[config.mk]
export PLATFORM = sky130hd
export DESIGN_NAME = branch_resolve_unit
export DESIGN_NICKNAME = d
export VERILOG_FILES = /design/src/rtl/alu_ops_pkg.sv /design/src/rtl/sat_counter.sv /design/src/rtl/branch_resolve_unit.sv
export SDC_FILE = /design/constraint.sdc
export NUM_CORES = 1
export LEC_CHECK = 0
export CAP_MARGIN = 0
export CORE_ASPECT_RATIO = 2
export CORE_UTILIZATION = 40
export CTS_CLUSTER_DIAMETER = 120
export CTS_CLUSTER_SIZE = 14
export DETAILED_ROUTE_END_ITERATION = 12
export PLACE_DENSITY = 0.75
export RECOVER_POWER = 100
export SLEW_MARGIN = 20
export SYNTH_ARGS = -nofsm -noshare
export SYNTH_HDL_FRONTEND = slang
export SYNTH_SLANG_ARGS = --single-unit
[constraint.sdc]
create_clock -name clk -period 2.95 [get_ports clk]
set_clock_uncertainty 0.15 [all_clocks]
set_input_delay 0.59 -clock clk [delete_from_list [all_inputs] [get_ports clk]]
set_output_delay 0.59 -clock clk [all_outputs]
set_load 0.01 [all_outputs]
[src/rtl/alu_ops_pkg.sv]
// Shared ALU operation codes and branch-resolve FSM encoding used by the
// ALU, the ALU control and the branch resolve unit.
package alu_ops_pkg;

    localparam logic [3:0] ALU_ADD   = 4'b0000;
    localparam logic [3:0] ALU_SUB   = 4'b0001;
    localparam logic [3:0] ALU_AND   = 4'b0010;
    localparam logic [3:0] ALU_OR    = 4'b0011;
    localparam logic [3:0] ALU_XOR   = 4'b0100;
    localparam logic [3:0] ALU_SLT   = 4'b0101;
    localparam logic [3:0] ALU_SLL   = 4'b0110;
    localparam logic [3:0] ALU_SRL   = 4'b0111;
    localparam logic [3:0] ALU_BEQ   = 4'b1000;
    localparam logic [3:0] ALU_BNE   = 4'b1001;
    localparam logic [3:0] ALU_BLT   = 4'b1010;
    localparam logic [3:0] ALU_SRA   = 4'b1011;
    localparam logic [3:0] ALU_LUI   = 4'b1100;
    localparam logic [3:0] ALU_JAL   = 4'b1101;
    localparam logic [3:0] ALU_JALR  = 4'b1110;

    typedef enum logic [0:0] {
        ST_IDLE     = 1'b0,
        ST_REDIRECT = 1'b1
    } brs_state_e;

    // Conditional branches: taken only when the ALU reports the condition true.
    function automatic logic is_cond_branch(input logic [3:0] op);
        logic res;
        case (op)
            ALU_BEQ, ALU_BNE, ALU_BLT: res = 1'b1;
            default:                   res = 1'b0;
        endcase
        return res;
    endfunction

    function automatic logic is_jump(input logic [3:0] op);
        logic res;
        case (op)
            ALU_JAL, ALU_JALR: res = 1'b1;
            default:           res = 1'b0;
        endcase
        return res;
    endfunction

endpackage

[src/rtl/sat_counter.sv]
// Saturating up-counter with synchronous clear; sticks at all-ones.
module sat_counter #(
    parameter int WIDTH = 16
) (
    input  logic             clk,
    input  logic             clear,
    input  logic             inc,
    output logic [WIDTH-1:0] count
);

    localparam logic [WIDTH-1:0] COUNT_MAX = {WIDTH{1'b1}};
    localparam logic [WIDTH-1:0] COUNT_ONE = {{(WIDTH-1){1'b0}}, 1'b1};

    logic [WIDTH-1:0] count_r;

    // Count register: clear dominates, increment stops at the ceiling.
    always_ff @(posedge clk) begin
        if (clear) begin
            count_r <= {WIDTH{1'b0}};
        end else if (inc && (count_r != COUNT_MAX)) begin
            count_r <= count_r + COUNT_ONE;
        end else begin
            count_r <= count_r;
        end
    end

    assign count = count_r;

endmodule

[src/rtl/branch_resolve_unit.sv]
// Resolves EX-stage branches/jumps under static predict-not-taken: registered
// PC redirect, IF/ID and ID/EX flushes, misalignment pulse and statistics.
module branch_resolve_unit
    import alu_ops_pkg::*;
#(
    parameter int DATA_WIDTH = 32,
    parameter int CNT_WIDTH  = 16
) (
    input  logic                  clk,
    input  logic                  reset,
    input  logic                  valid_ex_i,
    input  logic                  stall_i,
    input  logic [3:0]            ALU_Operation_i,
    input  logic                  Zero_i,
    input  logic [DATA_WIDTH-1:0] ALU_Result_i,
    input  logic [DATA_WIDTH-1:0] PC_ex_i,
    input  logic [DATA_WIDTH-1:0] Imm_ex_i,
    output logic                  redirect_o,
    output logic [DATA_WIDTH-1:0] target_pc_o,
    output logic                  flush_if_id_o,
    output logic                  flush_id_ex_o,
    output logic                  misalign_o,
    output logic [CNT_WIDTH-1:0]  branch_count_o,
    output logic [CNT_WIDTH-1:0]  taken_count_o
);

    localparam logic [DATA_WIDTH-1:0] JALR_MASK = {{(DATA_WIDTH-1){1'b1}}, 1'b0};

    brs_state_e            state_r, next_state_s;
    logic                  redirect_r;
    logic                  misalign_r;
    logic [DATA_WIDTH-1:0] target_pc_r;

    logic                  eval_s;
    logic                  taken_s;
    logic                  go_redirect_s;
    logic                  misalign_s;
    logic [DATA_WIDTH-1:0] target_s;

    // Decode: evaluation only in IDLE, so wrong-path shadows in REDIRECT are dropped.
    always_comb begin
        eval_s   = 1'b0;
        taken_s  = 1'b0;
        target_s = PC_ex_i + Imm_ex_i;
        if ((state_r == ST_IDLE) && valid_ex_i && !stall_i
            && (is_cond_branch(ALU_Operation_i) || is_jump(ALU_Operation_i))) begin
            eval_s = 1'b1;
        end else begin
            eval_s = 1'b0;
        end
        if (is_jump(ALU_Operation_i)) begin
            taken_s = 1'b1;
        end else if (is_cond_branch(ALU_Operation_i)) begin
            taken_s = Zero_i;
        end else begin
            taken_s = 1'b0;
        end
        case (ALU_Operation_i)
            ALU_JALR: target_s = ALU_Result_i & JALR_MASK;
            default:  target_s = PC_ex_i + Imm_ex_i;
        endcase
    end

    assign go_redirect_s = eval_s && taken_s && (target_s[1:0] == 2'b00);
    assign misalign_s    = eval_s && taken_s && (target_s[1:0] != 2'b00);

    // Next-state: a redirect is held for as long as the pipeline is stalled.
    always_comb begin
        next_state_s = state_r;
        case (state_r)
            ST_IDLE: begin
                if (go_redirect_s) begin
                    next_state_s = ST_REDIRECT;
                end else begin
                    next_state_s = ST_IDLE;
                end
            end
            ST_REDIRECT: begin
                if (stall_i) begin
                    next_state_s = ST_REDIRECT;
                end else begin
                    next_state_s = ST_IDLE;
                end
            end
            default: next_state_s = ST_IDLE;
        endcase
    end

    // State and registered outputs; target only updates on a new redirect.
    always_ff @(posedge clk) begin
        if (reset) begin
            state_r     <= ST_IDLE;
            redirect_r  <= 1'b0;
            misalign_r  <= 1'b0;
            target_pc_r <= {DATA_WIDTH{1'b0}};
        end else begin
            state_r     <= next_state_s;
            redirect_r  <= (next_state_s == ST_REDIRECT);
            misalign_r  <= misalign_s;
            target_pc_r <= go_redirect_s ? target_s : target_pc_r;
        end
    end

    sat_counter #(.WIDTH(CNT_WIDTH)) u_branch_cnt (
        .clk   (clk),
        .clear (reset),
        .inc   (eval_s),
        .count (branch_count_o)
    );

    sat_counter #(.WIDTH(CNT_WIDTH)) u_taken_cnt (
        .clk   (clk),
        .clear (reset),
        .inc   (eval_s && taken_s),
        .count (taken_count_o)
    );

    assign redirect_o    = redirect_r;
    assign flush_if_id_o = redirect_r;
    assign flush_id_ex_o = redirect_r;
    assign misalign_o    = misalign_r;
    assign target_pc_o   = target_pc_r;

endmodule
### After elaboration in Yosys (flattened, before gate mapping)

Cells that the tools add are included.
W data, S select, Z words.

* $lt $le $gt $ge: 0
* multiply operators: 0
* equal/unequal tests: 7
* multiplexer cells: 10
* $add $sub $neg: 3
* shift operators: 0
* bitwise logic cells: 1
* reduce and logical (&&, ||, !) cells: 14
* divide/modulo/power cells: 0

Operators by type and width (number)
* $add A16 B1 Y16 const B: 2
* $add A32 B32 Y32: 1
* $mux W32: 1
* $ne A16 B16 Y1 const B: 2
* $eq A4 B4 Y1 const B: 5
* $logic_and A1 B1 Y1: 8
* $mux W1: 8
* $reduce_or A3 Y1: 1
* $logic_not A2 Y1: 1
* $pmux W1 S2: 1
* $reduce_bool A2 Y1: 1
* $reduce_or A2 Y1: 1
* $logic_not A1 Y1: 1
* $logic_or A1 B1 Y1: 1
* $not A1 Y1: 1

* memories kept: 0
* word-level logic and storage cells: 40
* output and inout bits: 68
* memory bits (read-only): 0
* bits in latches: 0
* bits in registers: 66
* bits in writable memories: 0

### Longest topological paths before layout

Gate-level depths: netlist (run 1).

* word-level depth: 10
* mapped depth: 10
* gate-level depth less buffers: 9

### By module

From an unflattened synthesis (run 1), not the netlist that was laid out.

* cells, all modules: 636
* area total of the unflattened synthesis: 4968.5 um2

Modules (own cells, without submodules)
* branch_resolve_unit: area an instance 3271.9 um2, instances 1, cells each 438
* sat_counter: area an instance 848.3 um2, instances 2, cells each 99

### Worst setup path after synthesis (run 1)

OpenSTA, ideal clock, no wires.

* path kind: in2reg
* from: in PC_ex_i[0]
* to: reg target_pc_r[26] (netlist: target_pc_o[26])
* path slack: 0.067 ns
* cell stages on the path: 9
* library setup time: 0.119 ns
* path buffers: 0
* arrival: 2.614 ns
* cells stage by stage: ha_1 > fa_1 > a211oi_1 > nor2_1 > o21bai_4 > a2111oi_4 > or4_1 > nand3_1 > a21oi_1

* cells in the longest elaborated chain, start to end: 4

Ends and longest elaborated chain
* from (decl): RTL line branch_resolve_unit.sv:16 `input logic [DATA_WIDTH-1:0] PC_ex_i,`
* $add A32 B32 Y32 *: RTL line branch_resolve_unit.sv:60 `default: target_s = PC_ex_i + Imm_ex_i;`
* $mux W32 *: RTL line branch_resolve_unit.sv:58 `case (ALU_Operation_i)`
* $logic_not A2 Y1: RTL line branch_resolve_unit.sv:64 `assign go_redirect_s = eval_s && taken_s && (target_s[1:0] == 2'b00);`
* $logic_and A1 B1 Y1: RTL line branch_resolve_unit.sv:64
* to (signal assigned): RTL line branch_resolve_unit.sv:95 `target_pc_r <= {DATA_WIDTH{1'b0}};`
* to (signal assigned): RTL line branch_resolve_unit.sv:100 `target_pc_r <= go_redirect_s ? target_s : target_pc_r;`
* to (decl): RTL line branch_resolve_unit.sv:32 `logic [DATA_WIDTH-1:0] target_pc_r;`

Mark *: on every way between the ends. The rest lies on a longest branch, timed or not.
A chain may end at the register's enable or synchronous reset.

### Final worst setup path (run 1)

* from: in Imm_ex_i[1]
* to: reg target_pc_r[26] (netlist: target_pc_o[26])

* cells in the longest elaborated chain, start to end: 4

Ends and longest elaborated chain
* from (decl): RTL line branch_resolve_unit.sv:17 `input logic [DATA_WIDTH-1:0] Imm_ex_i,`
* $add A32 B32 Y32 *: RTL line branch_resolve_unit.sv:60
* $mux W32 *: RTL line branch_resolve_unit.sv:58
* $logic_not A2 Y1: RTL line branch_resolve_unit.sv:64
* $logic_and A1 B1 Y1: RTL line branch_resolve_unit.sv:64

Marks and branches as above.

==> impl_metrics.tcl, run 1 <==
set metrics [dict create \
    synth.yosys.warnings 0 \
    p_per_area_nw_per_um2 352 \
    synth_area_per_cell_um2 7.73 \
    h-tree-depth 3 \
    wirelength_um 18100 \
    root_buffer "clkbuf_16" \
    vias 5920 \
    dp.cells 1039 \
    place.gp.congestion 0.971 \
    fin_crit_sh 0.977 \
    synth.most_common_cell "a21oi_1" \
    relSlewSlack 0.423 \
    antenna_found_initial 0 \
    slowest_delay_ns 0.53 \
    antennaDiodeCount 0 \
    synth_seq_cells 66 \
    pwr-share-clk 0.359 \
    cp-end-kind "flop" \
    gr-total-overflow 0 \
    yosysTopAreaCellShare 0.263 \
    num_rows 57 \
    cts_buffers 9 \
    areaGrowthSynthToFinish_pct 60.8 \
    worstPathArrival_ns 2.96 \
    final_core_util 0.662 \
    grt_start_max_net_pins 51 \
    worst_hold_path_type "flop to flop" \
    die_y_um 160 \
    stdcell_count 1064 \
    multi_input_area_um2 3610 \
    cts_tree "done" \
    cp_cell_sequence "clkdlybuf4s50_1 -> fa_2 -> a211oi_4 -> nor2_4 -> o21bai_4 -> a2111oi_4 -> or4_1 -> nand3_1 -> a21oi_1" \
    swShare 0.309 \
    synth_common_cells "a21oi_1, dfxtp_1, nand2_1, nor2_1, o21ai_0" \
    grt_pass1_wl_um 28100 \
    layout_setup_ws_ns 0.0673 \
    nFillCells 1052 \
    fin_nets 1051 \
    grt_usage 0.279 \
    dp_hpwl_um 14300 \
    synth_seq_area_share 0.263 \
    required_ns 3.03 \
    grt_pass1_vias 6070 \
    yosys.area.top_type "dfxtp_1" \
    synth.area.top_cells "dfxtp_1, ha_1, a21oi_1" \
    ant_nets 0 \
    yosysUniqueCellTypes 71 \
    die_area_um2 13000 \
    drt-initial-drc-count 255 \
    first_pass_iters 4 \
    wire_per_inst_um 17.0 \
    p_leak_nw 3.53 \
    worstReg2RegStart "u_branch_cnt.count[7]" \
    async_flop_share 0 \
    p_switching_mw 0.880 \
    cp-startpoint "Imm_ex_i[1]" \
    syn_area_um2 5020 \
    place_ws_ns -0.489 \
    whs_ns 0.301 \
    period_needed_ns 2.88 \
    finalSetupViolations 0 \
    start_util 0.412 \
    seq_power_share 0.317 \
    cp_max_fo 5 \
    netlist_instances 650 \
    clkTransAtPathRegs_ns 0.06 \
    cp_slowest_cell "or4_1" \
    ir_worst_vdd_mv 0.376 \
    clk_path_buf_depth 2 \
    viasPerCell 5.56 \
    syn_nets 789 \
    drive_gt1_frac 0.188 \
    crit_family "compound AO/OA/AOI/OAI gates" \
    synth-edff-count 0 \
    hold_buffers 0 \
    intPower_mw 1.97 \
    drc 0 \
    hold_viol 0 \
    ys.flop_type "dfxtp_1" \
    die_w_um 81.2 \
    timing_worst_slew_pin_value_ns 0.860 \
    path_buf_inv 1 \
    clock-sinks 66 \
    start_kind "primary input" \
    min-delay-start "target_pc_o[2]" \
    fmax_mhz 347 \
    port_buffers 171 \
    pwr-share-comb 0.323 \
    maxSlewViolCount 0 \
    core_um2 12200 \
    status "finished, final reports clean" \
    crit_type "primary input to flop" \
    total_power_mw 2.85 \
    max_cap_violations 0 \
    seqCellArea_um2 1320 \
    insertion_delay_ns 0.34 \
    ios 173 \
]
-- power groups by stage --
stage	Sequential [mW]	Combinational (mW)	Clock (mW)
6_report	0.904	0.921	1.02
2_1_floorplan	0.926	0.417	0
4_1_cts	0.904	0.880	1.04
5_1_grt	0.904	0.992	1.07
3_5_place_dp	0.924	0.852	0
3_3_place_gp	0.924	0.841	0
-- cell usage in the layout, fill, tap and decap left out, types with 8 or more instances in the layout --
cell type	Yosys	layout
a21o_1	10	10
a21oi_1	70	69
a311oi_1	8	8
and3_1	19	19
buf_4	5	114
clkbuf_16	0	9
clkdlybuf4s50_1	0	92
dfxtp_1	66	66
dlygate4sd3_1	0	69
dlymetal6s2s_1	0	9
ha_1	33	27
inv_1	11	11
nand2_1	57	57
nand3_1	29	27
nand4_1	17	19
nor2_1	57	55
nor3_1	16	17
o21ai_0	42	42
o21ai_1	9	9
or3_1	10	10
xnor2_1	24	24
xor2_1	16	16
-- worst paths after layout --
kind / cells after the start / slack [ns] / end
setup / recovery: 9 / 0.07 / target_pc_o[26]
hold / removal: 2 / 0.30 / target_pc_o[2]
hold reg to reg: 2 / 0.30 / target_pc_o[2]
setup reg to reg: 7 / 0.63 / u_branch_cnt.count[8]
-- logic make-up after synthesis --
logic type / synth area share
AO/OA/AOI/OAI: 0.260
XOR/XNOR: 0.0730
adder cells (fa/ha/maj): 0.0862
buffers and inverters: 0.0433
flip-flops: 0.263
multiplexers: 0.0122
AND/OR/NAND/NOR: 0.263
-- registers in the layout, indices dropped and copies added (netlist names) --
signal and count:
flush_id_ex_o 1, target_pc_o 32, misalign_o 1, u_branch_cnt.count 16, u_taken_cnt.count 16
-- through the flow --
stage,cell area [um2],setup TNS [ns]
floorplan,5020,0
global placement,7600,-9.37
detailed placement,7600,-10.88
CTS,7950,-0.00148
global route,8080,-0.00499
finish,8080,0
-- metal layers --
layer | up-vias | global-route usage | routed length (um)
li1 | 2921 | - | -
met1 | 2753 | 0.254 | 6050
met5 | - | 0 | 0
met3 | 53 | 0.0352 | 699
met4 | 0 | 0.174 | 904
met2 | 193 | 0.544 | 10400
-- timing repair --
item                                    in CTS  in global routing
buffers inserted                             7                  2
resized for setup                            6                 32
pin swaps                                    2                 13
endpoints found under the setup margin      15                 27
-- worst register-to-register path: cells and delay by family, from the launching register on --
family	cells	cell delay (ns)
flops	1	0.36
simple gates	5	0.76
xor+xnor	1	0.19
compound gates	1	0.74
-- layout make-up --
cell class,instances,share of cell area
clock buffers,9,0.0279
well taps,147,0.0228
multi-input cells,533,0.447
flip-flops and latches,66,0.164
inverters,11,0.00511
clock inverters,7,0.00666
repair buffers,291,0.327
No activity file was read; power rests on OpenSTA's default activity.
==> run 2: changes to the inputs <==
CELL_PAD_IN_SITES_DETAIL_PLACEMENT = 0   (was unset)
CELL_PAD_IN_SITES_GLOBAL_PLACEMENT = 1   (was unset)
CORE_UTILIZATION = 30   (was 40)
PLACE_DENSITY = 0.78   (was 0.75)
==> run 2 against run 1 <==
Final cell count up 5.5%. Sequential share of layout area down 0.088 points. Critical path type unchanged. Via count down 0.25%. Sequential power about the same. First-iteration DRC count down 37%. Design area up 0.54%. Clock power about the same.
==> impl_metrics.tcl, run 2 (same netlist as run 1, synthesis figures left out) <==
set metrics [dict create \
    root_buffer "clkbuf_16" \
    r2r_cells 8 \
    r2r_slack_ns 0.69 \
    fmax_mhz 349 \
    grt_start_max_net_pins 43 \
    p_switching_mw 0.899 \
    place_ws_ns -0.516 \
    maxSlewViolCount 0 \
    design_area_um2 8120 \
    timing_worst_slew_pin_value_ns 0.856 \
    first_pass_iters 5 \
    cp_cell_sequence "clkdlybuf4s50_1 -> ha_4 -> buf_4 -> and2_1 -> o211ai_1 -> o21bai_4 -> a2111oi_4 -> buf_4 -> nor3_2 -> a2111o_1 -> o221ai_1" \
    stdcell_count 1123 \
    ir_worst_vdd_mv 0.199 \
    viasPerCell 5.26 \
    clock-sinks 66 \
    cts_buffers 9 \
    status "finished, final reports clean" \
    slowest_delay_ns 0.45 \
    layout_setup_ws_ns 0.0828 \
    pwr-share-clk 0.364 \
    cp_slowest_cell "clkdlybuf4s50_1" \
    h-tree-depth 3 \
    seq_power_share 0.316 \
    pwr-share-comb 0.320 \
    clkTransAtPathRegs_ns 0.06 \
    num_rows 66 \
    grt_pass1_vias 5791 \
    final_cell_mix "buf_4, clkdlybuf4s50_1, a21oi_1, dlygate4sd3_1, dfxtp_1" \
    crit_end "target_pc_o[30]" \
    p_leak_nw 3.47 \
    die_w_um 93.5 \
    start_util 0.307 \
    relSlewSlack 0.426 \
    fin_nets 1053 \
    wirelength_um 18600 \
    die_y_um 185 \
    dp_hpwl_um 15000 \
    grt_setup_unrepaired "false" \
    vias 5905 \
    die_area_um2 17300 \
    nFillCells 1652 \
    finalSetupViolations 0 \
    start_kind "primary input" \
    total_power_mw 2.86 \
    swShare 0.314 \
    hold_buffers 0 \
    antenna_found_initial 0 \
    final_common_cell "buf_4" \
    ios 173 \
    max_cap_violations 0 \
    worstPathArrival_ns 2.98 \
    drc 0 \
    cp-startpoint "PC_ex_i[11]" \
    p_per_area_nw_per_um2 352 \
    worst_hold_path_type "flop to flop" \
    required_ns 3.06 \
    grt_usage 0.216 \
    critPathMostFrequentCell "buf_4" \
    worstReg2RegStart "u_branch_cnt.count[6]" \
    wire_per_inst_um 16.5 \
    areaGrowthSynthToFinish_pct 61.7 \
    grt_pass1_wl_um 28600 \
    crit_type "primary input to flop" \
    place.gp.congestion 0.897 \
    cp-end-kind "flop" \
    cts_tree "done" \
    cp_max_fo 4 \
    fin_crit_sh 0.972 \
    period_needed_ns 2.87 \
    drt-initial-drc-count 160 \
    largest_reg_flops 32 \
    hold_viol 0 \
    core_um2 16400 \
    clk_path_buf_depth 2 \
    insertion_delay_ns 0.34 \
    port_buffers 171 \
    r2r-end "u_branch_cnt.count[15]" \
    dp.cells 1105 \
    placed_cell_area_um2 7710 \
    gr-total-overflow 0 \
    antennaDiodeCount 0 \
    drive_gt1_frac 0.188 \
    intPower_mw 1.96 \
    ant_nets 0 \
]
[run 2: layout make-up]
type,instances,area [um2],area share
Tap cell,204,255,0.0314
Timing Repair Buffer,293,2610,0.321
Multi-Input combinational cell,533,3620,0.446
Sequential cell,66,1320,0.163
Clock inverter,7,55.1,0.00678
Inverter,11,41.3,0.00508
Clock buffer,9,225,0.0277
[run 2: layer usage]
layer / track usage / up-vias / wire (um)
li1: - / 2914 / -
met1: 0.201 / 2779 / 6590
met2: 0.443 / 168 / 10600
met3: 0.0308 / 44 / 620
met4: 0.0978 / 0 / 733
met5: 0 / - / 0
[run 2: power by group through the flow]
stage	Sequential, mW	Clock, mW	Combinational (mW)
global placement	0.924	0	0.869
finish	0.903	1.04	0.914
floorplan	0.926	0	0.417
global route	0.904	1.11	0.990
CTS	0.904	1.06	0.884
detailed placement	0.924	0	0.873
[run 2: timing repair]
| action | in CTS | in global routing |
|---|---|---|
| endpoints found under the hold margin | 0 | 0 |
| setup endpoints to repair | 12 | 27 |
| pin swaps | 2 | 10 |
| gates resized for setup | 6 | 25 |
| setup buffers | 2 | 0 |
[run 2: worst max-delay path, delay by kind of cell]
| kind | cells | cell delay (ns) |
|---|---|---|
| AOI/OAI and AO/OA | 5 | 1.17 |
| buffers and inverters | 3 | 0.74 |
| adders and majority gates | 1 | 0.29 |
| and+or+nand+nor | 2 | 0.19 |
[run 2: worst min-delay path by stage]
stage                          from               to  slack, ns  depth (start not counted)
floorplan            target_pc_o[2]   target_pc_o[2]       0.33                          2
global placement     target_pc_o[2]   target_pc_o[2]       0.31                          2
detailed placement  target_pc_o[28]  target_pc_o[28]       0.32                          2
CTS                 target_pc_o[28]  target_pc_o[28]       0.33                          2
global route         target_pc_o[2]   target_pc_o[2]       0.33                          2
finish               target_pc_o[2]   target_pc_o[2]       0.33                          2
[run 2: per-stage QoR]
step | utilization | hold WS [ns] | TNS [ns]
2_1_floorplan | - | 0.326 | 0
3_3_place_gp | 0.472 | 0.310 | -9.72
3_5_place_dp | 0.472 | 0.316 | -10.90
4_1_cts | 0.491 | 0.330 | 0
5_1_grt | 0.497 | 0.330 | 0
6_report | 0.497 | 0.325 | 0
==> run 3: changes to the inputs <==
CORE_UTILIZATION = 35   (was 30)
PLACE_DENSITY = 0.86   (was 0.78)
clock period = 3.47 ns   (was 2.95 ns; I/O delays follow)
==> run 3 against run 2 <==
Design area is 9.3% lower. Critical endpoint is now target_pc_o[10]. Sequential cell count stayed put. First-iteration DRC count is 31% higher.
==> impl_metrics.tcl, run 3 (same netlist as run 1, synthesis figures left out) <==
set metrics [dict create \
    status "finished, final reports clean" \
    start_util 0.360 \
    ir_worst_vdd_mv 0.233 \
    gr-total-overflow 0 \
    ant_nets 0 \
    insertion_delay_ns 0.33 \
    port_buffers 171 \
    fin_nets 978 \
    grt_pass1_wl_um 27300 \
    ios 173 \
    r2r-end "u_taken_cnt.count[4]" \
    seqCellArea_um2 1320 \
    p_per_area_nw_per_um2 308 \
    die_w_um 86.7 \
    vias 5623 \
    wirelength_um 17100 \
    fin_crit_sh 0.933 \
    drive_gt1_frac 0.0912 \
    final_common_cell "clkdlybuf4s50_1" \
    worst_hold_path_type "flop to flop" \
    pwr-share-clk 0.382 \
    finalSetupViolations 0 \
    core_um2 14000 \
    wire_per_inst_um 16.5 \
    period_needed_ns 3.24 \
    first_pass_iters 4 \
    cp-end-kind "flop" \
    placed_cell_area_um2 7150 \
    final_cell_mix "clkdlybuf4s50_1, a21oi_1, dlygate4sd3_1, dfxtp_1, nand2_1" \
    root_buffer "clkbuf_16" \
    dp_hpwl_um 14000 \
    r2r_slack_ns 0.99 \
    die_y_um 171 \
    timing_worst_slew_pin_value_ns 0.799 \
    grt_pass1_vias 5757 \
    cts_tree "done" \
    grt_usage 0.235 \
    clock-sinks 66 \
    viasPerCell 5.43 \
    cts_setup_buffers 0 \
    crit_type "primary input to flop" \
    areaGrowthSynthToFinish_pct 46.7 \
    hold_viol 0 \
    cts_buffers 9 \
    start_kind "primary input" \
    clkTransAtPathRegs_ns 0.06 \
    clk_path_buf_depth 2 \
    pwr-share-comb 0.280 \
    seq_power_share 0.338 \
    place.gp.congestion 0.925 \
    largest_reg_flops 32 \
    setup_tns_ns 0 \
    num_rows 61 \
    antenna_found_initial 2 \
    design_area_um2 7370 \
    min_path_cells 2 \
    postCtsResizedCells 0 \
    total_power_mw 2.27 \
    worstReg2RegStart "flush_id_ex_o" \
    cp-startpoint "Imm_ex_i[0]" \
    r2r_cells 8 \
    intPower_mw 1.57 \
    relSlewSlack 0.464 \
    h-tree-depth 3 \
    required_ns 3.56 \
    worstPathArrival_ns 3.33 \
    grt_setup_unrepaired "false" \
    hold_buffers 0 \
    die_area_um2 14900 \
    nFillCells 1412 \
    grt_start_max_net_pins 51 \
    p_switching_mw 0.703 \
    p_leak_nw 3.09 \
    multi_input_area_um2 3450 \
    drt-initial-drc-count 209 \
    drc 0 \
    max_cap_violations 0 \
    fmax_mhz 309 \
    crit_end "target_pc_o[10]" \
    swShare 0.310 \
    cp_max_fo 17 \
    maxSlewViolCount 0 \
]
run 3: cell count changes in the layout (fill, tap and decap cells not counted), moves of 3 or more:
cell | previous run | this run
clkdlybuf4s50_1 | 98 | 101
ha_1 | 26 | 33
a211oi_1 | 3 | 7
dlymetal6s2s_1 | 3 | 0
buf_4 | 112 | 37
ha_4 | 6 | 0
run 3: per-stage QoR:
| step | hold slack (ns) | util | cells | setup slack, ns |
|---|---|---|---|---|
| 2_1_floorplan | 0.326 | - | 650 | 0.483 |
| 4_1_cts | 0.316 | 0.532 | 1033 | 0.233 |
| 5_1_grt | 0.353 | 0.527 | 1035 | 0.0548 |
| 3_3_place_gp | 0.307 | 0.512 | 1017 | -0.0683 |
| 6_report | 0.311 | 0.527 | 1035 | 0.231 |
| 3_5_place_dp | 0.310 | 0.512 | 1017 | -0.0903 |
run 3: how the worst min path moves through the flow:
stage	end	slack, ns	from
2_1_floorplan	target_pc_o[2]	0.33	target_pc_o[2]
3_3_place_gp	target_pc_o[28]	0.31	target_pc_o[28]
3_5_place_dp	target_pc_o[2]	0.31	target_pc_o[2]
4_1_cts	target_pc_o[2]	0.32	target_pc_o[2]
5_1_grt	target_pc_o[2]	0.35	target_pc_o[2]
6_report	target_pc_o[2]	0.31	target_pc_o[2]
run 3: worst max-delay path: stages:
cell,delay [ns]
clkdlybuf4s50_1,0.46
ha_1,0.19
fa_1,0.42
or2_2,0.33
mux2i_1,0.23
and3_1,0.28
clkbuf_2,0.34
o21ai_0,0.14
a311oi_1,0.24
run 3: final cells by class:
| cell class | instances | share of cell area |
|---|---|---|
| Antenna cell | 2 | 0.000679 |
| Clock buffer | 9 | 0.0306 |
| Clock inverter | 7 | 0.00730 |
| Inverter | 11 | 0.00560 |
| Multi-Input combinational cell | 533 | 0.469 |
| Sequential cell | 66 | 0.179 |
| Tap cell | 189 | 0.0321 |
| Timing Repair Buffer | 218 | 0.276 |
run 3: routing by layer:
layer / global-route usage / part of all wire
met4: 0.153 / 0.052
met5: 0 / 0
met3: 0.0240 / 0.037
met1: 0.224 / 0.35
met2: 0.461 / 0.56
run 3: power by group through the flow:
stage	logic (mW)	registers, mW	clock network (mW)
floorplan	0.355	0.787	0
global placement	0.630	0.785	0
detailed placement	0.636	0.785	0
CTS	0.640	0.768	0.886
global route	0.696	0.769	0.911
finish	0.635	0.768	0.867
